<file path="src/rtl/poly_addsub_ctrl.sv">
// Purpose : sequences N coefficient pairs from memories A/B through an external modular adder into a result memory.
// Latency : read of index i issued in cycle k, result for i written in cycle k+2; done_o pulses 3 cycles after the last read.
// Backpr. : none; the memories and the adder are fixed-latency, so the block streams one index per cycle without stalling.
//
// Ports
//   clk_i, rst_ni                  clock (rising edge), async active-low reset
//   start_i, sub_i, modulus_i      start request (taken only in IDLE), add/sub select and q, both latched at start
//   busy_o, done_o                 run in progress (RUN/DRAIN), one-cycle completion pulse
//   rd_en_o, rd_addr_o             read port shared by memories A and B (synchronous read, data next cycle)
//   rd_data_a_i, rd_data_b_i       A[idx], B[idx]
//   add_mod_o, add_in1_o,
//   add_in2_o, add_result_i        combinational modular adder interface
//   wr_en_o, wr_addr_o, wr_data_o  result memory write port
module poly_addsub_ctrl #(
  parameter int DATA_WIDTH = 16,
  parameter int N          = 256,
  parameter int ADDR_WIDTH = (N > 1) ? $clog2(N) : 1
) (
  input  logic                  clk_i,
  input  logic                  rst_ni,
  input  logic                  start_i,
  input  logic                  sub_i,
  input  logic [DATA_WIDTH-1:0] modulus_i,
  output logic                  busy_o,
  output logic                  done_o,
  output logic                  rd_en_o,
  output logic [ADDR_WIDTH-1:0] rd_addr_o,
  input  logic [DATA_WIDTH-1:0] rd_data_a_i,
  input  logic [DATA_WIDTH-1:0] rd_data_b_i,
  output logic [DATA_WIDTH-1:0] add_mod_o,
  output logic [DATA_WIDTH-1:0] add_in1_o,
  output logic [DATA_WIDTH-1:0] add_in2_o,
  input  logic [DATA_WIDTH-1:0] add_result_i,
  output logic                  wr_en_o,
  output logic [ADDR_WIDTH-1:0] wr_addr_o,
  output logic [DATA_WIDTH-1:0] wr_data_o
);

  // Read counter carries one extra bit so N = 2^ADDR_WIDTH ends without wrapping.
  localparam int CW = ADDR_WIDTH + 1;
  localparam logic [CW-1:0] LAST_IDX = CW'(N - 1);

  typedef enum logic [1:0] {
    ST_IDLE  = 2'd0,
    ST_RUN   = 2'd1,
    ST_DRAIN = 2'd2,
    ST_DONE  = 2'd3
  } state_t;

  state_t                state_q, state_d;
  logic [CW-1:0]         rd_cnt_q, rd_cnt_d;
  logic                  drain_q, drain_d;
  logic [DATA_WIDTH-1:0] mod_q, mod_d;
  logic                  sub_q, sub_d;
  logic                  s1_vld_q, s1_vld_d;
  logic [ADDR_WIDTH-1:0] s1_idx_q, s1_idx_d;
  logic                  wr_en_q, wr_en_d;
  logic [ADDR_WIDTH-1:0] wr_addr_q, wr_addr_d;
  logic [DATA_WIDTH-1:0] wr_data_q, wr_data_d;
  logic [DATA_WIDTH-1:0] neg_b;

  // Control FSM: next state, read port and status outputs.
  always_comb begin
    state_d   = state_q;
    rd_cnt_d  = rd_cnt_q;
    drain_d   = drain_q;
    mod_d     = mod_q;
    sub_d     = sub_q;
    rd_en_o   = 1'b0;
    rd_addr_o = '0;
    busy_o    = 1'b0;
    done_o    = 1'b0;
    case (state_q)
      ST_IDLE: begin
        if (start_i) begin
          mod_d    = modulus_i;
          sub_d    = sub_i;
          rd_cnt_d = '0;
          state_d  = ST_RUN;
        end
      end
      ST_RUN: begin
        busy_o    = 1'b1;
        rd_en_o   = 1'b1;
        rd_addr_o = rd_cnt_q[ADDR_WIDTH-1:0];
        rd_cnt_d  = rd_cnt_q + 1'b1;
        if (rd_cnt_q == LAST_IDX) begin
          state_d = ST_DRAIN;
          drain_d = 1'b0;
        end
      end
      ST_DRAIN: begin
        // Two cycles: one for the last read's data/adder stage, one for its write.
        busy_o  = 1'b1;
        drain_d = ~drain_q;
        if (drain_q) begin
          state_d = ST_DONE;
        end
      end
      ST_DONE: begin
        done_o  = 1'b1;
        state_d = ST_IDLE;
      end
      default: begin
        state_d = ST_IDLE;
      end
    endcase
  end

  // Operand stage: memory data arrives the cycle after the read; q - b negates b,
  // with b == 0 mapped to 0 so the adder never sees q itself as an operand.
  always_comb begin
    neg_b     = (rd_data_b_i == '0) ? '0 : (mod_q - rd_data_b_i);
    add_in1_o = '0;
    add_in2_o = '0;
    if (s1_vld_q) begin
      add_in1_o = rd_data_a_i;
      add_in2_o = sub_q ? neg_b : rd_data_b_i;
    end
    add_mod_o = mod_q;
  end

  // Pipeline: read issue -> operand stage -> write register.
  always_comb begin
    s1_vld_d  = rd_en_o;
    s1_idx_d  = rd_addr_o;
    wr_en_d   = s1_vld_q;
    wr_addr_d = s1_idx_q;
    wr_data_d = s1_vld_q ? add_result_i : '0;
  end

  always_ff @(posedge clk_i or negedge rst_ni) begin
    if (!rst_ni) begin
      state_q   <= ST_IDLE;
      rd_cnt_q  <= '0;
      drain_q   <= 1'b0;
      mod_q     <= '0;
      sub_q     <= 1'b0;
      s1_vld_q  <= 1'b0;
      s1_idx_q  <= '0;
      wr_en_q   <= 1'b0;
      wr_addr_q <= '0;
      wr_data_q <= '0;
    end else begin
      state_q   <= state_d;
      rd_cnt_q  <= rd_cnt_d;
      drain_q   <= drain_d;
      mod_q     <= mod_d;
      sub_q     <= sub_d;
      s1_vld_q  <= s1_vld_d;
      s1_idx_q  <= s1_idx_d;
      wr_en_q   <= wr_en_d;
      wr_addr_q <= wr_addr_d;
      wr_data_q <= wr_data_d;
    end
  end

  assign wr_en_o   = wr_en_q;
  assign wr_addr_o = wr_addr_q;
  assign wr_data_o = wr_data_q;

endmodule

</file>
<file path="config.mk">
export PLATFORM = sky130hd
export DESIGN_NAME = poly_addsub_ctrl
export DESIGN_NICKNAME = d
export VERILOG_FILES = /design/src/rtl/poly_addsub_ctrl.sv
export SDC_FILE = /design/constraint.sdc
export NUM_CORES = 1
export LEC_CHECK = 0
export BUFFER_PORTS_ARGS = -buffer_cell sky130_fd_sc_hd__buf_4
export CORE_MARGIN = 10
export CORE_UTILIZATION = 48
export DETAILED_ROUTE_END_ITERATION = 16
export PLACE_DENSITY = 0.83
export RECOVER_POWER = 100
export SYNTH_ARGS = -nofsm -noshare
export SYNTH_HDL_FRONTEND = slang
export SYNTH_SLANG_ARGS = --single-unit
</file>
<file path="constraint.sdc">
create_clock -name clk_i -period 2.5 [get_ports clk_i]
set_clock_uncertainty 0.05 [all_clocks]
set_input_delay 0.375 -clock clk_i [delete_from_list [all_inputs] [get_ports clk_i]]
set_output_delay 0.375 -clock clk_i [all_outputs]
set_load 0.05 [all_outputs]
</file>
* After elaboration in Yosys (flattened, before gate mapping)
Index checks and enable logic that the tools add are counted.
W data, S select, Z words.
** Cells by class
- Add/subtract/negate cells :: 2
- Bitwise gates (word level) :: 1
- Eq/ne operators :: 7
- Reductions and logical operators :: 9
- Multiplexer cells :: 17
** Operators by type and width (number)
- $mux W16 :: 5
- $pmux W9 S2 :: 1
- $logic_not A16 Y1 :: 1
- $sub A16 B16 Y16 :: 1
- $add A9 B1 Y9 const B :: 1
- $eq A9 B8 Y1 const B :: 1
- $mux W9 :: 1
- $mux W8 :: 1
- $pmux W2 S4 :: 1
- $mux W2 :: 3
- $ne A2 B2 Y1 const B :: 3
- $reduce_and A2 Y1 :: 3
- $eq A2 B2 Y1 const B :: 2
- $mux W1 :: 4
- $reduce_bool A2 Y1 :: 2
- $reduce_and A3 Y1 :: 1
- $eq A2 B1 Y1 const B :: 1
- $logic_not A2 Y1 :: 1
- $pmux W1 S2 :: 1
- $reduce_or A2 Y1 :: 1
- $not A1 Y1 :: 1
** Storage, ports and cells
- Output and inout port bits :: 84
- Flip-flop bits (word level) :: 63
- Input bits :: 68
- Word-level logic and storage cells :: 46

* Longest topological paths before layout
Gate-level depths: netlist (run 1).
- Word-level depth :: 4
- Mapped depth :: 9
- Mapped depth without buffers :: 9

* Least setup slack after synthesis (run 1)
Ideal clock, no wire load.
- Path kind :: register -> output
- Start :: reg mod_q[0] (netlist: add_mod_o[0])
- End :: out add_in2_o[12]
- Stages on the path, launching flop included :: 10
- Slack :: -1.143 ns
- Data arrival time :: 3.218 ns
- Path buffers :: 0
- Data required time :: 2.075 ns
- Cells stage by stage :: dfrtp_1 > inv_1 > ha_1 > fa_1 > nor2b_4 > o31ai_1 > a21oi_2 > o21ai_0 > and3_1 > o31ai_1
** On the way
- Word-level cells in the longest chain between the ends :: 4
** RTL lines
- from (decl) :: RTL line 53 : logic [DATA_WIDTH-1:0] mod_q, mod_d;
- from (signal assigned) :: RTL line 148 : mod_q <= mod_d;
- $sub A16 B16 Y16 :: RTL line 113 : neg_b = (rd_data_b_i == '0) ? '0 : (mod_q - rd_data_b_i);
- $mux W16 :: RTL line 113
- $mux W16 :: RTL line 118 : add_in2_o = sub_q ? neg_b : rd_data_b_i;
- $mux W16 :: RTL line 116 : if (s1_vld_q) begin
- to (decl) :: RTL line 32 : output logic [DATA_WIDTH-1:0] add_in2_o,
Every way passes these cells.

* Worst setup path after layout (run 1)
- Start :: reg mod_q[3] (netlist: add_mod_o[3])
- End :: out add_in2_o[8]
The elaborated chain is that of the path after synthesis.

==> results of run 1 <==
sequential cells by signal, summed over array words and instances (netlist names):
| signal | flops |
|---|---|
| wr_addr_o | 8 |
| rd_cnt_q | 9 |
| state_q | 2 |
| add_mod_o | 16 |
| drain_q | 1 |
| sub_q | 1 |
| wr_en_o | 1 |
| s1_vld_q | 1 |
| wr_data_o | 16 |
| s1_idx_q | 8 |
where the power goes:
part / switching (W) / internal [W] / total (W)
combinational: 0.00320 / 0.00185 / 0.00505
sequential: 0.000234 / 0.00132 / 0.00156
clock: 0.000392 / 0.000692 / 0.00108
total: 0.00383 / 0.00386 / 0.00769
per-stage QoR:
step | area [um2] | power, W
2_1_floorplan | 3600 | 0.00484
3_3_place_gp | 5060 | 0.00631
3_5_place_dp | 5060 | 0.00641
4_1_cts | 5530 | 0.00784
5_1_grt | 5380 | 0.00812
6_report | 5380 | 0.00769
metal layers:
layer  routed length (um)  global-route usage
met1                 4320               0.217
met2                 6480               0.386
met3                  694              0.0608
met4                  151              0.0598
met5                    0                   0
cells in the final DEF, fill, tap and decap left out, types with 4 or more instances in the layout:
master	count
mux2_2	16
buf_4	114
o21ai_4	4
nor2b_1	4
ha_1	12
clkbuf_1	57
inv_1	23
a21oi_1	13
and3_1	4
o21a_1	4
nor2_1	10
nand2_1	20
dfrtp_1	51
dfrtp_2	12
and2_1	29
a21oi_2	5
o211ai_1	4
buf_6	13
o21ai_0	12
ha_4	9
and2_0	19
xor2_1	6
o22ai_1	5
clkbuf_8	10
nand3_1	8
timing repair:
item,4_1_cts,5_1_grt
gates cloned,0,0
buffers inserted,6,3
gates resized for setup,39,13
pin swaps,24,12
endpoints found under the setup margin,12,16
Yosys cell counts, types with 2 or more instances:
| cell | n | area share |
|---|---|---|
| clkbuf_1 | 10 | 0.011 |
| nand2_1 | 21 | 0.023 |
| o31ai_1 | 2 | 0.0043 |
| dfrtp_1 | 63 | 0.46 |
| mux2_2 | 17 | 0.055 |
| and3_1 | 5 | 0.0091 |
| nand4_1 | 2 | 0.0036 |
| nor2_1 | 12 | 0.013 |
| o21ai_0 | 19 | 0.028 |
| o211ai_1 | 4 | 0.0087 |
| o22ai_1 | 5 | 0.0091 |
| xor2_1 | 6 | 0.015 |
| nor4_1 | 4 | 0.0073 |
| and2_1 | 49 | 0.089 |
| xnor2_1 | 6 | 0.015 |
| a21oi_1 | 18 | 0.026 |
| inv_1 | 24 | 0.026 |
| nand3_1 | 8 | 0.012 |
| ha_1 | 22 | 0.080 |
| o32ai_1 | 2 | 0.0051 |
| nor2b_1 | 4 | 0.0073 |
| a21o_1 | 2 | 0.0043 |
| a22o_1 | 3 | 0.0076 |
| nand3b_1 | 2 | 0.0043 |
| o21a_1 | 4 | 0.0087 |
| o21bai_1 | 3 | 0.0065 |
| a32o_1 | 3 | 0.0087 |
area by class of cell:
class | count | area (um2)
Sequential cell | 63 | 1590
Multi-Input combinational cell | 244 | 2040
Timing Repair Buffer | 190 | 1300
Inverter | 24 | 90.1
Fill cell | 517 | 1520
Clock inverter | 5 | 104
Clock buffer | 11 | 141
Tap cell | 96 | 120
critical path, stage by stage, from the launching register on:
cell and delay (ns):
dfrtp_2 0.43, ha_1 0.38, o21a_1 0.23, o31a_1 0.14, o21bai_1 0.14, a21boi_1 0.09
or3_1 0.32, a32o_2 0.25, buf_6 0.15
path summary, 6_finish.rpt:
kind,startpoint,endpoint,slack (ns),cells past startpoint
min in group asynchronous,rst_ni,add_mod_o[5],0.36,1
hold / removal,add_result_i[1],wr_data_o[1],0.20,2
setup / recovery,add_mod_o[3],add_in2_o[8],-0.40,8
hold reg to reg,s1_idx_q[7],wr_addr_o[7],0.29,0
setup reg to reg,state_q[0],rd_cnt_q[7],0.26,8
max in group asynchronous,rst_ni,add_mod_o[3],1.01,1
logic make-up (layout without fill, tap and decap cells):
| family | after synthesis | count (layout) | synth area share |
|---|---|---|---|
| simple gates | 115 | 115 | 0.187 |
| compound gates | 76 | 76 | 0.143 |
| flops | 63 | 63 | 0.457 |
| buf+inv | 35 | 230 | 0.0384 |
| fa+ha+maj | 23 | 23 | 0.0856 |
| mux | 18 | 18 | 0.0584 |
| xor+xnor | 12 | 12 | 0.0305 |
==> out/results.tsv, run 1 <==
stage	metric	value	unit
run_status	status	finished with violations	
run_status	violated checks	capacitance limit, slew limit, setup timing	
synth	sequential area share after synthesis	0.457	
clock_network	clock tree from TritonCTS	built	
timing	share of the clock period used by the worst path	1.16	
floorplanning	count of pins on the block boundary	152	
finish	number of diodes added for antenna fixing	0	
placement	last weighted congestion value of the routability-driven placer	0.837	
synth	synth warn	0	
floorplanning	chip width	105	um
floorplanning	number of placement rows	30	
grt	initial antenna violation count	0	
timing	count of final max-slew check failures	64	
finish	Layout Nets	623	
setup_path	data required time at the worst endpoint	2.08	ns
grt	Remaining Overflow, GRT	0	
synth	number of storage elements in the synthesis netlist	63	
timing	Fmax achieved	345	MHz
grt	largest net degree at the start of global routing	64	
floorplanning	area of the die	11000	um2
detailed_routing	detailed-route DRC error count	0	
detailed_routing	overall via count from detail_route	3246	
detailed_routing	average wire per standard cell	18.4	um
grt	first-pass GRT wire length	18500	um
floorplanning	Floorplan Core Area	6910	um2
timing	WHS	0.204	ns
timing	transition time at the pin with the least slew margin	1.54	ns
setup_path	Worst setup EP type	primary output	
clock_network	clock sink total	63	
detailed_routing	WL final	11600	um
floorplanning	effective utilization at floorplan	0.500	
clock_network	insertion delay to the later sink of the worst-skew pair	0.33	ns
timing	worst slew slack as a fraction of its limit	-0.0257	
synth	Post-Syn Area per Cell	10.1	um2
detailed_routing	Initial DRT Pass Iterations	4	
synth	Main synth FF type	dfrtp_1	
detailed_routing	number of DRC markers in iteration 0	108	
grt	number of global-route vias before repair	3522	
pwr	P_leak	2.54	nW
clock_network	cell at the root of the clock tree	clkbuf_8	
finish	share of layout cells above drive strength 1	0.415	
synth	Syn Inst Count	342	
detailed_routing	antenna violation net count after detailed routing	0	
setup_path	CP arrival	2.47	ns
floorplanning	die outline height	105	um
timing	endpoints failing hold	0	
timing	worst setup margin	-0.395	ns
synth	number of distinct standard cells referenced by the synthesized netlist	49	
clock_network	number of buffers on the longest clock path	2	
pwr	power density cells	1430	nW/um2
min_path	class of the tightest hold or removal check	in -> reg	
setup_path	kind of start point of the critical path	flip-flop	
placement	buffers added on ports	151	
finish	Syn-to-layout area delta	56.0	%
clock_network	Reg clk slew, reported paths	0.07	ns
synth	number of synthesized flops with an enable pin	0	
finish	final cell count without fillers	633	
placement	hpwl dp	8770	um
pwr	Max IR drop VDD	0.00148	V
clock_network	number of CTS-inserted buffers	9	
timing	Finish-stage setup viols	13	
synth	summed instance area of the synthesized netlist	3450	um2
setup_path	Worst Setup Path Type	reg -> out	
grt	aggregate global-route resource usage	0.206	
finish	share of the core filled with cells in the final layout	0.780	
clock_network	number of buffers added to fix hold violations after cts	0	
synth	share of synthesized registers carrying an async set or reset	1.00	
timing	RSZ-0062 raised after global routing	yes	
detailed_routing	number of vias per cell	5.13	
synth	net count after synthesis	433	
clock_network	CTS H-tree depth	3	
flow_run	number of max-cap violations	1	
timing	time the final worst path needs with I/O delays and setup	2.90	ns
setup_path	Critical Path Fanout Max	5	
placement	Cells after DPL	610	
placement	worst-case setup slack after placement	-0.198	ns
timing	Post-Route Setup TNS	-3.28	ns
No activity file was read; power rests on OpenSTA's default activity.
==> inputs of run 2 (changes only) <==
- BUFFER_PORTS_ARGS: -buffer_cell sky130_fd_sc_hd__buf_4 -> default
- CORE_UTILIZATION: 48 -> 50
- DONT_BUFFER_PORTS: default -> 1
- PLACE_DENSITY: 0.83 -> 0.67
==> run 2 against run 1 <==
Net effect:
- the run still ends with capacitance limit, slew limit, setup timing left
- final cell count shrank 24%
- cell area fell by 15%
- worst setup slack better by 0.040 ns
- register-to-register slack lost 0.03 ns
- wire length decreased by 13%
- critical path depth increased by 1
- largest power group unchanged
- global-route usage decreased by 2.4 points
- hold slack worse by 0.090 ns
- highest routed layer unchanged
- combinational power decreased by 8.3%
- power down 3.7%
- count of clock-buffer cells in the layout is the same
==> out/results.tsv, run 2 (same netlist as run 1, synthesis figures left out) <==
stage	metric	value	unit	change
run_status	status	finished with violations		
run_status	violated checks	capacitance limit, slew limit, setup timing		
clock_network	number of CTS-inserted buffers	9		unchanged
timing	endpoints failing hold	0		unchanged
floorplanning	effective utilization at floorplan	0.511		+0.0111
timing	transition time at the pin with the least slew margin	1.54	ns	+0.000805 ns
pwr	Internal Power	0.00361	W	-6.7%
placement	buffers added on ports	0		-100%
setup_path	kind of start point of the critical path	flip-flop		
setup_path	Crit path largest cell delay	0.37	ns	-0.06 ns
pwr	sequential share of power	0.246		+0.043
timing	time the final worst path needs with I/O delays and setup	2.86	ns	-0.0399 ns
pwr	Switching Share	0.513		+0.0156
finish	Layout Nets	485		-22%
detailed_routing	antenna violation net count after detailed routing	0		unchanged
timing	worst slew slack as a fraction of its limit	-0.0263		-0.000537
setup_path	Critical Path Fanout Max	3		-2
setup_path	Worst setup EP type	primary output		
timing	share of the clock period used by the worst path	1.14		-0.0160
floorplanning	die outline height	103	um	-1.6%
detailed_routing	WL final	10100	um	-13%
floorplanning	Floorplan Core Area	6760	um2	-2.2%
timing	Post-Route Setup TNS	-2.84	ns	+0.449 ns
finish	number of diodes added for antenna fixing	0		unchanged
detailed_routing	overall via count from detail_route	2757		-15%
finish	share of layout cells above drive strength 1	0.336		-0.0794
floorplanning	area of the die	10600	um2	-3.2%
timing	Finish-stage setup viols	13		unchanged
clock_network	number of buffers on the longest clock path	2		unchanged
detailed_routing	detailed-route DRC error count	0		unchanged
timing	worst setup margin	-0.355	ns	+0.0399 ns
detailed_routing	wire length the detailed router placed on met1	3620	um	-16%
clock_network	insertion delay to the later sink of the worst-skew pair	0.33	ns	about the same
setup_path	series of cell instances along the critical path	inv_2 -> ha_4 -> fa_2 -> nor2b_4 -> o31ai_2 -> a21oi_2 -> o2111ai_1 -> a21o_1 -> a32o_2		
pwr	P_leak	2.00	nW	-21%
detailed_routing	DR WL met3	944	um	+36%
clock_network	Reg clk slew, reported paths	0.08	ns	about the same
grt	Remaining Overflow, GRT	0		unchanged
placement	last weighted congestion value of the routability-driven placer	0.857		+2.4%
grt	number of global-route vias before repair	2859		-19%
pwr	Gate power share	0.626		-0.031
setup_path	Worst Setup Path Type	reg -> out		
setup_path	number of buffer and inverter stages on the critical path	1		unchanged
clock_network	CTS H-tree depth	3		unchanged
detailed_routing	average wire per standard cell	21.1	um	+15%
setup_path	Worst path slowest cell	dfrtp_2		
setup_path	cell family with most CP delay	compound AO/OA/AOI/OAI gates		
floorplanning	number of placement rows	30		unchanged
placement	hpwl dp	7460	um	-15%
pwr	Max IR drop VDD	0.000993	V	-33%
pwr	P_sw	0.00380	W	-0.69%
pwr	portion of total power attributed to the clock network	0.128		-0.013
timing	RSZ-0062 raised after global routing	yes		
timing	count of final max-slew check failures	64		unchanged
placement	worst-case setup slack after placement	-0.0279	ns	+0.170 ns
finish	Syn-to-layout area delta	33.0	%	
clock_network	clock tree from TritonCTS	built		
setup_path	CP arrival	2.43	ns	-0.04 ns
pwr	power density cells	1610	nW/um2	+13%
setup_path	data required time at the worst endpoint	2.08	ns	about the same
setup_path	setup slack of the most critical reg-to-reg path	0.23	ns	-0.03 ns
finish	share of the core filled with cells in the final layout	0.679		-0.100
floorplanning	count of pins on the block boundary	152		unchanged
flow_run	number of max-cap violations	1		unchanged
detailed_routing	number of DRC markers in iteration 0	83		-23%
floorplanning	chip width	103	um	-1.6%
grt	initial antenna violation count	1		+1
timing	Fmax achieved	350	MHz	+1.4%
timing	WHS	0.114	ns	-0.0900 ns
finish	most frequent standard cell in the layout excluding fill and tap cells	dfrtp_1		
grt	aggregate global-route resource usage	0.182		-0.0243
pwr	sum of internal, switching and leakage power	0.00740	W	-3.7%
clock_network	clock sink total	63		unchanged
detailed_routing	total length of routed met2 wires	5350	um	-17%
grt	first-pass GRT wire length	14800	um	-20%
detailed_routing	highest routed metal layer	met4		
grt	largest net degree at the start of global routing	64		unchanged
finish	most used cells in the layout excluding fill and tap cells	dfrtp_1 (51), and2_0 (30), inv_1 (23), nand2_1 (19)		
min_path	class of the tightest hold or removal check	in -> reg		
detailed_routing	Initial DRT Pass Iterations	4		unchanged
clock_network	cell at the root of the clock tree	clkbuf_8		
detailed_routing	number of vias per cell	5.76		+12%
-- run 2: cell types whose count changed in the layout (fill, tap and decap cells not counted), moves of 4 or more --
cell      change
buf_4        -99
clkbuf_1     -40
and2_1       -14
and2_0       +11
buf_6         -9
buf_12        +8
ha_4          +5
ha_1          -4
-- run 2: stage by stage --
step,cell area (um2),std cells
after floorplan,3600,342
after detailed placement,4100,453
after global placement,4100,453
after global routing,4590,479
final,4590,479
after CTS,4540,474
-- run 2: cell type report --
type                       count  area [um2]
timing repair buffer          52         464
fill                         539        2170
sequential                    63        1590
tap                           80         100
inverter                      24        90.1
clock buffer                  11         151
clock inverter                 5        63.8
multi-input combinational    244        2130
-- run 2: per-layer routing --
metal  up-vias  global-route usage
met5         -                   0
met4         0              0.0727
met3        16              0.0650
met2        96               0.327
met1      1346               0.188
li1       1299                   -
-- run 2: worst reg2reg max path: cells and delay by family, from the launching register on --
family	cells	cell delay [ns]
AO/OA/AOI/OAI	1	0.17
adder cells (fa/ha/maj)	1	0.47
buffers and inverters	2	0.73
flip-flops	1	0.40
AND/OR/NAND/NOR	2	0.34
-- run 2: final timing paths --
kind	from	to	cells past startpoint
worst max-delay path	add_mod_o[0]	add_in2_o[14]	9
worst min-delay path	add_result_i[8]	wr_data_o[8]	1
worst max register to register	state_q[1]	state_q[0]	6
worst min register to register	s1_idx_q[3]	wr_addr_o[3]	0
max in group asynchronous	rst_ni	add_mod_o[12]	2
min in group asynchronous	rst_ni	add_mod_o[5]	2
-- run 2: repair_timing --
action,4_1_cts,5_1_grt
pin swaps,14,16
hold endpoints to repair,63,0
buffers inserted,3,5
hold buffers,2,0
cloned,0,0
setup endpoints to repair,13,13
gates resized for setup,27,22
-- run 2: power groups by stage --
stage / Combinational (W) / Clock, W / Sequential (W)
after floorplan: 0.00258 / 0 / 0.00226
after global placement: 0.00413 / 0 / 0.00181
after detailed placement: 0.00419 / 0 / 0.00181
after CTS: 0.00452 / 0.000977 / 0.00182
after global routing: 0.00493 / 0.00102 / 0.00186
final: 0.00463 / 0.000949 / 0.00182
